<file path="src/rtl/ysyx_22050612_core_ctrl_pkg.sv">
// Shared definitions for the multi-cycle core controller: state codes,
// reset PC, halt encoding and a PC alignment helper.
package ysyx_22050612_core_ctrl_pkg;

  localparam int unsigned STATE_W = 3;
  localparam int unsigned XLEN    = 64;
  localparam int unsigned ILEN    = 32;

  localparam logic [STATE_W-1:0] S_FETCH  = 3'd0;
  localparam logic [STATE_W-1:0] S_DECODE = 3'd1;
  localparam logic [STATE_W-1:0] S_EXEC   = 3'd2;
  localparam logic [STATE_W-1:0] S_MEM    = 3'd3;
  localparam logic [STATE_W-1:0] S_WB     = 3'd4;
  localparam logic [STATE_W-1:0] S_HALT   = 3'd5;

  localparam logic [XLEN-1:0] PC_RESET_DEFAULT = 64'h0000_0000_8000_0000;
  localparam logic [ILEN-1:0] HALT_INST        = 32'h0010_0073;

  function automatic logic pc_aligned(input logic [XLEN-1:0] addr);
    return addr[1:0] == 2'b00;
  endfunction

endpackage

</file>
<file path="src/rtl/ysyx_22050612_core_ctrl_perf_cnt.sv">
// Enable-gated free-running counter with synchronous clear; wraps silently.
module ysyx_22050612_perf_cnt #(
  parameter int unsigned W = 64
) (
  input  logic         clk,
  input  logic         clr,
  input  logic         en,
  output logic [W-1:0] cnt
);

  logic [W-1:0] cnt_q;

  always_ff @(posedge clk) begin
    if (clr) begin
      cnt_q <= '0;
    end else if (en) begin
      cnt_q <= cnt_q + W'(1);
    end
  end

  assign cnt = cnt_q;

endmodule

</file>
<file path="src/rtl/ysyx_22050612_core_ctrl.sv">
// Multi-cycle core sequencer: FETCH/DECODE/EXEC/MEM/WB with halt on ebreak
// or misaligned target, plus cycle and retired-instruction counters.
module ysyx_22050612_core_ctrl
  import ysyx_22050612_core_ctrl_pkg::*;
#(
  parameter logic [63:0] PC_RESET = PC_RESET_DEFAULT,
  parameter int unsigned CNT_W    = 64
) (
  input  logic             clk,
  input  logic             rst,
  output logic             ifu_req,
  output logic [63:0]      ifu_addr,
  input  logic             ifu_valid,
  input  logic [31:0]      ifu_inst,
  output logic [31:0]      inst,
  input  logic             is_load,
  input  logic             is_store,
  input  logic             is_halt,
  input  logic [63:0]      next_pc,
  output logic             lsu_req,
  input  logic             lsu_done,
  output logic             rf_wen,
  output logic [63:0]      pc,
  output logic             retire,
  output logic             halted,
  output logic             bad_pc,
  output logic [CNT_W-1:0] cycle_cnt,
  output logic [CNT_W-1:0] instret_cnt
);

  logic [STATE_W-1:0] state_q, state_d;
  logic [63:0]        pc_q, pc_d;
  logic [31:0]        inst_q, inst_d;
  logic               bad_pc_q, bad_pc_d;
  logic               wb_ok;

  assign wb_ok = pc_aligned(next_pc);

  // Next-state: fetch/LSU handshakes only matter in their own state.
  always_comb begin
    state_d  = state_q;
    pc_d     = pc_q;
    inst_d   = inst_q;
    bad_pc_d = bad_pc_q;
    case (state_q)
      S_FETCH: begin
        if (ifu_valid) begin
          inst_d  = ifu_inst;
          state_d = S_DECODE;
        end
      end
      S_DECODE: state_d = is_halt ? S_HALT : S_EXEC;
      S_EXEC:   state_d = (is_load || is_store) ? S_MEM : S_WB;
      S_MEM: begin
        if (lsu_done) state_d = S_WB;
      end
      S_WB: begin
        if (wb_ok) begin
          pc_d    = next_pc;
          state_d = S_FETCH;
        end else begin
          bad_pc_d = 1'b1;
          state_d  = S_HALT;
        end
      end
      S_HALT:  state_d = S_HALT;
      default: state_d = S_FETCH;
    endcase
  end

  always_ff @(posedge clk) begin
    if (rst) begin
      state_q  <= S_FETCH;
      pc_q     <= PC_RESET;
      inst_q   <= 32'h0;
      bad_pc_q <= 1'b0;
    end else begin
      state_q  <= state_d;
      pc_q     <= pc_d;
      inst_q   <= inst_d;
      bad_pc_q <= bad_pc_d;
    end
  end

  // Strobes come from the state; rst masks them so the reset cycle is quiet.
  assign ifu_req  = !rst && (state_q == S_FETCH);
  assign lsu_req  = !rst && (state_q == S_MEM);
  assign rf_wen   = !rst && (state_q == S_WB) && !is_store && wb_ok;
  assign retire   = !rst && (((state_q == S_DECODE) && is_halt) ||
                              ((state_q == S_WB) && wb_ok));
  assign halted   = !rst && (state_q == S_HALT);
  assign ifu_addr = pc_q;
  assign pc       = pc_q;
  assign inst     = inst_q;
  assign bad_pc   = bad_pc_q;

  ysyx_22050612_perf_cnt #(.W(CNT_W)) u_cycle_cnt (
    .clk (clk),
    .clr (rst),
    .en  (state_q != S_HALT),
    .cnt (cycle_cnt)
  );

  ysyx_22050612_perf_cnt #(.W(CNT_W)) u_instret_cnt (
    .clk (clk),
    .clr (rst),
    .en  (retire),
    .cnt (instret_cnt)
  );

endmodule

</file>
<file path="config.mk">
export PLATFORM = sky130hd
export DESIGN_NAME = ysyx_22050612_core_ctrl
export DESIGN_NICKNAME = d
export VERILOG_FILES = /design/src/rtl/ysyx_22050612_core_ctrl_pkg.sv /design/src/rtl/ysyx_22050612_core_ctrl_perf_cnt.sv /design/src/rtl/ysyx_22050612_core_ctrl.sv
export SDC_FILE = /design/constraint.sdc
export NUM_CORES = 1
export LEC_CHECK = 0
export BUFFER_PORTS_ARGS = -buffer_cell sky130_fd_sc_hd__buf_2
export CORE_MARGIN = 3
export CORE_UTILIZATION = 30
export DETAILED_ROUTE_END_ITERATION = 6
export SLEW_MARGIN = 20
export SYNTH_ARGS = -nofsm -noshare
export SYNTH_HDL_FRONTEND = slang
export SYNTH_HIERARCHICAL = 1
export SYNTH_SLANG_ARGS = --single-unit
export TNS_END_PERCENT = 30
</file>
<file path="constraint.sdc">
create_clock -name clk -period 2.6 [get_ports clk]
set_input_delay 0.39 -clock clk [delete_from_list [all_inputs] [get_ports clk]]
set_output_delay 0.39 -clock clk [all_outputs]
set_load 0.005 [all_outputs]
</file>
==> flow_metrics.env, run 1 <==
export IMPL_drive_gt1_share_pct=33.46
export IMPL_clock_sinks=228
export IMPL_combPwrFrac_pct=7.7
export IMPL_grt_util_met2_pct=30.20
export IMPL_grt_busiest_layer="met2"
export IMPL_dieWidth_um=192.1
export IMPL_grt_overflow_total=0
export IMPL_grt_pass1_vias=9291
export IMPL_arrival_ps=2900
export IMPL_start_kind="flip-flop"
export IMPL_yosysWarnings=6
export IMPL_clock_latency_ps=560
export IMPL_final_setup_viol_count=0
export IMPL_slew_limit_headroom_pct=46.14
export IMPL_dr_pass1_iters=5
export IMPL_internal_power_mw=6.243
export IMPL_fin_nets=1678
export IMPL_clk_path_buf_depth=3
export IMPL_wirelength_um=34870
export IMPL_synthDistinctLibCells=50
export IMPL_ys_seq_area_share_pct=43.95
export IMPL_layout_common_cells="buf_2, dfxtp_1, a21oi_1"
export IMPL_row_count=67
export IMPL_cp_max_fo=13
export IMPL_status="completed"
export IMPL_regToRegSetupSlack_ps=180
export IMPL_nFillCells=3481
export IMPL_h_tree_depth=1
export IMPL_syn_area_mm2=0.01039
export IMPL_power_switching_mw=1.957
export IMPL_power_frac_clock_pct=48.2
export IMPL_global_route_usage_met3_pct=4.490
export IMPL_period_needed_ps=2425
export IMPL_irDropWorstVdd_v=0.0004834
export IMPL_cap_viol_max_count=0
export IMPL_max_freq_mhz=412.4
export IMPL_cts_root_buf="clkbuf_16"
export IMPL_critical_path_class="reg2reg"
export IMPL_grt_max_degree=100
export IMPL_ys_ff_latch=228
export IMPL_rsz0062_at_grt="true"
export IMPL_power_total_mw=8.200
export IMPL_switching_share_pct=23.86
export IMPL_setup_tns_final_ps=0
export IMPL_grt_util_met1_pct=22.07
export IMPL_tightestPinTransition_ps=807.9
export IMPL_io_buffers=396
export IMPL_place_congestion=0.8306
export IMPL_drt_iter0_drc=507
export IMPL_skew_ps=13.43
export IMPL_hold_slack_ps=82.52
export IMPL_hold_path_class="in2reg"
export IMPL_track_usage_pct=17.57
export IMPL_cp_required_ps=3080
export IMPL_die_h_um=192.1
export IMPL_path_clk_slew_ps=60
export IMPL_placed_area_mm2=0.01259
export IMPL_syn_avg_cell_area_um2=8.458
export IMPL_pwr_share_seq_pct=44.1
export IMPL_cts_tree="built"
export IMPL_end_kind="flip-flop"
export IMPL_diodes=0
export IMPL_hp_start="ifu_inst[1]"
export IMPL_syn_to_final_growth_pct=30.43
export IMPL_leakage_nw=5.903
export IMPL_start_util_pct=30.67
export IMPL_design_area_mm2=0.01355
export IMPL_via_count=10192
export IMPL_setup_worst_path_start="state_q[0]"
export IMPL_final_max_slew_viol_count=0
export IMPL_viasPerCell=4.994
export IMPL_finalHoldViolCount=0
export IMPL_r2r_start="state_q[0]"
export IMPL_dpl_hpwl_um=25560
export IMPL_antenna_found_initial=4
export IMPL_cts_buffers=27
export IMPL_core_area_mm2=0.03387
export IMPL_dieArea_mm2=0.03689
export IMPL_cellPowerDensity_mw_per_mm2=605.3
export IMPL_synth_fp_nets=1333
export IMPL_final_common_cell="buf_2"
export IMPL_ios=397
export IMPL_grt_pass1_wl_um=52410
export IMPL_synth_cells=1228
export IMPL_drc=0
export IMPL_ant_nets=0
export IMPL_wl_per_cell_um=17.08
export IMPL_fin_crit_sh_pct=93.25
-- routing by layer --
metal / up-vias / routed length (um)
li1: 4992 / -
met3: 49 / 2694
met4: 8 / 781
met1: 4827 / 14490
met5: - / 45
met2: 316 / 16860
-- worst max-delay path, stage by stage (launching register included) --
cell	delay, ps
dfxtp_1	330
buf_4	150
nor3_4	200
nand2_1	150
a21oi_4	260
nand4_2	160
nor3_4	220
nand4_1	130
buf_4	210
or4_1	400
a21oi_1	160
-- power groups by stage --
stage	clock network (mW)	registers, mW	logic (mW)
floorplan	0	3.69	0.367
global placement	0	3.69	0.635
detailed placement	0	3.69	0.638
CTS	4.07	3.61	0.642
global route	4.21	3.62	0.703
finish	3.95	3.61	0.632
-- synthesized netlist by cell type, drive strengths merged --
master	instances	share of area (%)
dfxtp	228	44
a21oi	146	7.0
nand3	104	5.1
nand2	102	3.7
buf	99	6.6
o21ai	98	4.7
nor2	95	3.6
nand4	68	5.0
xor2	50	4.2
or3	39	2.3
clkbuf	38	1.4
xnor2	24	2.0
nor4	23	2.3
inv	16	0.58
or4	16	1.2
and3	15	0.90
o31ai	15	1.1
nor3	12	0.88
nor2b	8	0.48
nand2b	4	0.24
mux2i	3	0.29
nor4b	3	0.60
or2	3	0.18
and2	2	0.12
ha	2	0.24
mux2	2	0.22
nand3b	2	0.14
nand4b	2	0.17
nor3b	2	0.14
a211o	1	0.084
a22o	1	0.084
a2bb2oi	1	0.084
a31oi	1	0.060
o21ba	1	0.096
o31a	1	0.084
or4b	1	0.096
-- per-stage QoR --
step                      setup WS (ps)  std cells  util, %
final                             175.5       2041    40.00
after global routing             -7.218       2041    40.00
after CTS                         115.5       2040    39.94
after detailed placement          33.49       1991    37.16
after global placement            112.3       1991    37.16
after floorplan                   52.35       1228        -
-- state kept, by name, summed over array words and instances, names as in the netlist --
register           cells
ifu_addr              64
u_cycle_cnt/cnt       64
u_instret_cnt/cnt     64
inst                  32
state_q                3
bad_pc                 1
-- final timing paths --
path                           endpoint  depth (start not counted)
setup reg to reg  u_instret_cnt/cnt[55]                         10
hold / removal                  inst[1]                          3
hold reg to reg                inst[16]                          2
setup / recovery  u_instret_cnt/cnt[55]                         10
-- kinds of logic (layout without fill, tap and decap cells) --
logic type,after synthesis,after routing,synth area share (%)
compound gates,265,265,13.34
xor+xnor,74,74,6.240
fa+ha+maj,2,2,0.2409
buf+inv,153,518,8.650
flops,228,228,43.95
mux,5,5,0.5060
simple gates,501,501,27.08
-- final cells by class --
cell class | instances | area (um2) | share of cell area (%)
clock inverters | 7 | 127.6 | 0.9421
inverters | 16 | 60.06 | 0.4433
flip-flops and latches | 228 | 4564 | 33.69
clock buffers | 42 | 812.0 | 5.994
well taps | 448 | 560.5 | 4.138
multi-input cells | 847 | 4969 | 36.68
repair buffers | 453 | 2454 | 18.11
-- timing repair --
| action | 4_1_cts | 5_1_grt |
|---|---|---|
| setup buffers | 0 | 1 |
| setup endpoints to repair | 0 | 7 |
| hold buffers | 0 | 0 |
| resized for setup | 0 | 2 |
(Power assumes the default switching activity.)
==> run 2: changes to the inputs <==
Settings changed: MAX_ROUTING_LAYER set to met4, SLEW_MARGIN 20 to 0.
==> flow_metrics.env, run 2 (synthesis gave the netlist of run 1 again) <==
export IMPL_status="completed"
export IMPL_layout_common_cells="buf_2, dfxtp_1, a21oi_1"
export IMPL_clock_latency_ps=560
export IMPL_die_h_um=192.1
export IMPL_fin_crit_sh_pct=93.15
export IMPL_path_clk_slew_ps=60
export IMPL_dieWidth_um=192.1
export IMPL_end_kind="flip-flop"
export IMPL_cap_viol_max_count=0
export IMPL_r2r_end="u_instret_cnt/cnt[55]"
export IMPL_start_kind="flip-flop"
export IMPL_clk_path_buf_depth=3
export IMPL_drive_gt1_share_pct=33.46
export IMPL_cp_max_fo=13
export IMPL_place_congestion=0.8433
export IMPL_max_freq_mhz=412.9
export IMPL_layout_area_seq_mm2=0.004564
export IMPL_wirelength_um=34860
export IMPL_crit_path_top_delay_cell="or4_1"
export IMPL_cp_required_ps=3080
export IMPL_slew_limit_headroom_pct=48.15
export IMPL_clock_sinks=228
export IMPL_ant_nets=0
export IMPL_arrival_ps=2900
export IMPL_grt_pass1_wl_um=52340
export IMPL_min_path_cells=3
export IMPL_grt_max_degree=100
export IMPL_irDropWorstVdd_v=0.0004838
export IMPL_drc=0
export IMPL_hp_start="ifu_inst[1]"
export IMPL_grt_overflow_total=0
export IMPL_skew_ps=16.31
export IMPL_multi_input_area_mm2=0.004969
export IMPL_critical_path_class="reg2reg"
export IMPL_dr_pass1_iters=5
export IMPL_fin_nets=1678
export IMPL_final_max_slew_viol_count=0
export IMPL_h_tree_depth=1
export IMPL_critical_path_top_delay_family="simple AND/OR/NAND/NOR gates"
export IMPL_final_setup_viol_count=0
export IMPL_setup_tns_final_ps=0
export IMPL_wl_per_cell_um=17.04
export IMPL_dieArea_mm2=0.03689
export IMPL_grt_pass1_vias=9323
export IMPL_rsz0062_at_grt="true"
export IMPL_ios=397
export IMPL_period_needed_ps=2422
export IMPL_nFillCells=3482
export IMPL_r2r_start="state_q[0]"
export IMPL_drt_iter0_drc=522
export IMPL_row_count=67
export IMPL_path_buf_inv=2
export IMPL_via_count=10228
export IMPL_hold_path_class="in2reg"
export IMPL_worstRegToRegCells=10
export IMPL_cts_buffers=27
export IMPL_start_util_pct=30.67
export IMPL_hold_slack_ps=85.16
export IMPL_regToRegSetupSlack_ps=180
export IMPL_finalHoldViolCount=0
export IMPL_crit_chain="buf_4 -> nor3_4 -> nand2_1 -> a21oi_4 -> nand4_2 -> nor3_4 -> nand4_1 -> buf_4 -> or4_1 -> a21oi_1"
export IMPL_cellPowerDensity_mw_per_mm2=604.9
export IMPL_final_common_cell="buf_2"
export IMPL_core_area_mm2=0.03387
export IMPL_track_usage_pct=18.03
export IMPL_leakage_nw=5.903
export IMPL_viasPerCell=5.001
export IMPL_slowest_delay_ps=400
export IMPL_hold_end="inst[1]"
export IMPL_tightestPinTransition_ps=777.7
export IMPL_cts_root_buf="clkbuf_16"
export IMPL_dpl_hpwl_um=25560
export IMPL_syn_to_final_growth_pct=30.53
export IMPL_antenna_found_initial=4
export IMPL_io_buffers=396
export IMPL_cts_tree="built"
==> run 2: report_power, final <==
| group | leakage [nW] | total (mW) | switching, mW | internal, mW |
|---|---|---|---|---|
| logic | 3.60 | 0.630 | 0.395 | 0.235 |
| clock network | 0.459 | 3.96 | 1.52 | 2.44 |
| registers | 1.84 | 3.61 | 0.0462 | 3.57 |
==> run 2: worst max path at each step <==
stage | start | end | slack [ps] | cells after the start
after floorplan | state_q[0] | u_instret_cnt/cnt[63] | 50 | 10
after CTS | state_q[0] | u_instret_cnt/cnt[39] | 120 | 10
after global routing | state_q[0] | u_instret_cnt/cnt[55] | -7 | 10
after global placement | is_halt | u_instret_cnt/cnt[39] | 110 | 10
after detailed placement | is_halt | u_instret_cnt/cnt[63] | 30 | 9
final | state_q[0] | u_instret_cnt/cnt[55] | 180 | 10
==> run 2: layer usage <==
layer	vias up	track usage, %	wire length, um
li1	5003	-	-
met5	-	-	0
met4	0	4.203	758
met3	41	4.307	2676
met1	4864	22.03	14460
met2	320	30.20	16960
==> run 2: cell type report <==
cell class | count | area share (%)
clock buffer | 42 | 5.990
antenna | 4 | 0.07383
clock inverter | 7 | 0.9414
sequential | 228 | 33.67
tap | 448 | 4.135
timing repair buffer | 453 | 18.10
inverter | 16 | 0.4430
multi-input combinational | 847 | 36.65
==> run 2: worst reg2reg max path: cells and delay by family, from the launching register on <==
family	cells	cell delay [ps]
AO/OA/AOI/OAI	2	420
AND/OR/NAND/NOR	6	1260
buffers and inverters	2	360
flip-flops	1	330
==> run 2: metrics by stage <==
stage	area [um2]	power, mW	setup slack [ps]	util [%]	cells
3_5_place_dp	12590	4.329	33.49	37.16	1991
3_3_place_gp	12590	4.322	112.3	37.16	1991
6_report	13560	8.200	178.2	40.03	2045
4_1_cts	13530	8.327	115.5	39.94	2040
2_1_floorplan	10400	4.061	52.35	-	1228
5_1_grt	13560	8.537	-7.008	40.03	2045
==> run 2: timing repair <==
| action | in CTS | in global routing |
|---|---|---|
| resized for setup | 0 | 2 |
| hold buffers | 0 | 0 |
| buffers inserted | 0 | 1 |
| endpoints found under the setup margin | 0 | 7 |
==> run 3: changes to the inputs <==
Settings changed: CTS_CLUSTER_SIZE set to 8, PLACE_DENSITY_LB_ADDON set to 0.15, SKIP_CTS_REPAIR_TIMING set to 1.
==> flow_metrics.env, run 3 (synthesis gave the netlist of run 1 again) <==
export IMPL_dieArea_mm2=0.03689
export IMPL_drive_gt1_share_pct=33.56
export IMPL_layout_area_seq_mm2=0.004568
export IMPL_dpl_hpwl_um=24820
export IMPL_power_switching_mw=1.956
export IMPL_ios=397
export IMPL_switching_share_pct=23.96
export IMPL_end_kind="flip-flop"
export IMPL_place_congestion=0.7871
export IMPL_clock_sinks=228
export IMPL_grt_overflow_total=0
export IMPL_cts_root_buf="clkbuf_16"
export IMPL_crit_path_top_delay_cell="or3_1"
export IMPL_max_freq_mhz=403.3
export IMPL_slew_limit_headroom_pct=39.72
export IMPL_start_util_pct=30.67
export IMPL_grt_pass1_wl_um=52140
export IMPL_dieWidth_um=192.1
export IMPL_r2r_start="state_q[0]"
export IMPL_cap_viol_max_count=0
export IMPL_status="completed"
export IMPL_crit_cells=9
export IMPL_pwr_share_seq_pct=44.4
export IMPL_die_h_um=192.1
export IMPL_final_setup_viol_count=0
export IMPL_via_count=10038
export IMPL_multi_input_area_mm2=0.004957
export IMPL_cts_buffers=34
export IMPL_path_buf_inv=1
export IMPL_grt_pass1_vias=9270
export IMPL_path_clk_slew_ps=60
export IMPL_fin_crit_sh_pct=95.38
export IMPL_dr_pass1_iters=5
export IMPL_r2r_end="u_instret_cnt/cnt[62]"
export IMPL_drc=0
export IMPL_setup_worst_path_start="state_q[0]"
export IMPL_crit_chain="nand3b_1 -> or2_2 -> a21oi_4 -> buf_4 -> nand4_4 -> nor4_4 -> nand4_1 -> or3_1 -> a21oi_1"
export IMPL_period_needed_ps=2480
export IMPL_cp_required_ps=3010
export IMPL_wl_per_cell_um=16.87
export IMPL_tightestPinTransition_ps=904.2
export IMPL_io_buffers=396
export IMPL_viasPerCell=4.930
export IMPL_syn_to_final_growth_pct=30.13
export IMPL_grt_max_degree=155
export IMPL_cellPowerDensity_mw_per_mm2=604.1
export IMPL_power_total_mw=8.164
export IMPL_fin_nets=1687
export IMPL_final_common_cell="buf_2"
export IMPL_combPwrFrac_pct=7.7
export IMPL_clk_path_buf_depth=3
export IMPL_layout_common_cells="buf_2, dfxtp_1, a21oi_1"
export IMPL_clock_latency_ps=490
export IMPL_final_core_util_pct=39.91
export IMPL_row_count=67
export IMPL_core_area_mm2=0.03387
export IMPL_leakage_nw=5.875
export IMPL_power_frac_clock_pct=47.9
export IMPL_cts_tree="built"
export IMPL_track_usage_pct=17.93
export IMPL_finalHoldViolCount=0
export IMPL_h_tree_depth=2
export IMPL_irDropWorstVdd_v=0.0003314
export IMPL_slowest_delay_ps=430
export IMPL_arrival_ps=2890
export IMPL_drt_iter0_drc=464
export IMPL_internal_power_mw=6.208
export IMPL_cp_max_fo=5
export IMPL_ant_nets=0
export IMPL_worstRegToRegCells=9
export IMPL_wirelength_um=34360
export IMPL_critical_path_class="reg2reg"
export IMPL_hold_path_class="in2reg"
export IMPL_antenna_found_initial=3
export IMPL_skew_ps=8.728
export IMPL_final_max_slew_viol_count=0
export IMPL_cp_endpoint="u_instret_cnt/cnt[62]"
export IMPL_start_kind="flip-flop"
export IMPL_nFillCells=3559
export IMPL_critical_path_top_delay_family="simple AND/OR/NAND/NOR gates"
export IMPL_regToRegSetupSlack_ps=120
[run 3: final cells by class]
| type | instances | area share [%] |
|---|---|---|
| well taps | 448 | 4.147 |
| diodes | 3 | 0.05555 |
| clock buffers | 38 | 6.638 |
| flip-flops and latches | 228 | 33.80 |
| inverters | 16 | 0.4444 |
| multi-input cells | 847 | 36.68 |
| clock inverters | 1 | 0.06480 |
| repair buffers | 455 | 18.17 |
[run 3: per-layer routing]
| metal | part of all wire, % | global-route usage (%) | vias up | wire, um |
|---|---|---|---|---|
| met5 | 0 | - | - | 0 |
| li1 | - | - | 4992 | - |
| met3 | 7.8 | 4.818 | 49 | 2668 |
| met4 | 2.2 | 4.539 | 0 | 752 |
| met2 | 46 | 28.66 | 268 | 15860 |
| met1 | 44 | 22.58 | 4729 | 15080 |
[run 3: power by group through the flow]
stage | registers (mW) | clock network (mW) | logic, mW
after global routing | 3.63 | 4.17 | 0.701
after floorplan | 3.69 | 0 | 0.367
final | 3.62 | 3.91 | 0.629
after global placement | 3.69 | 0 | 0.636
after detailed placement | 3.69 | 0 | 0.636
after CTS | 3.62 | 4.04 | 0.639
[run 3: stage by stage]
stage | hold WS, ps | TNS, ps | std cells | instance area [um2] | setup slack, ps
final | 140.1 | 0 | 2036 | 13520 | 120.2
after global routing | 129.1 | -7.912 | 2036 | 13520 | -5.182
after CTS | 118.5 | 0 | 2029 | 13470 | 48.51
after detailed placement | 444.4 | 0 | 1990 | 12570 | 30.62
after global placement | 439.2 | 0 | 1990 | 12570 | 60.15
after floorplan | 452.7 | 0 | 1228 | 10400 | 52.35
[run 3: worst min path at each step]
| stage | from | to | slack, ps | depth (start not counted) |
|---|---|---|---|---|
| 3_3_place_gp | inst[26] | inst[26] | 440 | 2 |
| 3_5_place_dp | inst[8] | inst[8] | 440 | 2 |
| 6_report | ifu_inst[30] | inst[30] | 140 | 3 |
| 4_1_cts | ifu_inst[26] | inst[26] | 120 | 3 |
| 2_1_floorplan | inst[0] | inst[0] | 450 | 2 |
| 5_1_grt | ifu_inst[1] | inst[1] | 130 | 3 |
[run 3: worst register-to-register path, delay by kind of cell, from the launching register on]
kind | cells | cell delay, ps
AO/OA/AOI/OAI | 2 | 280
buffers and inverters | 1 | 140
flip-flops | 1 | 370
AND/OR/NAND/NOR | 6 | 1610
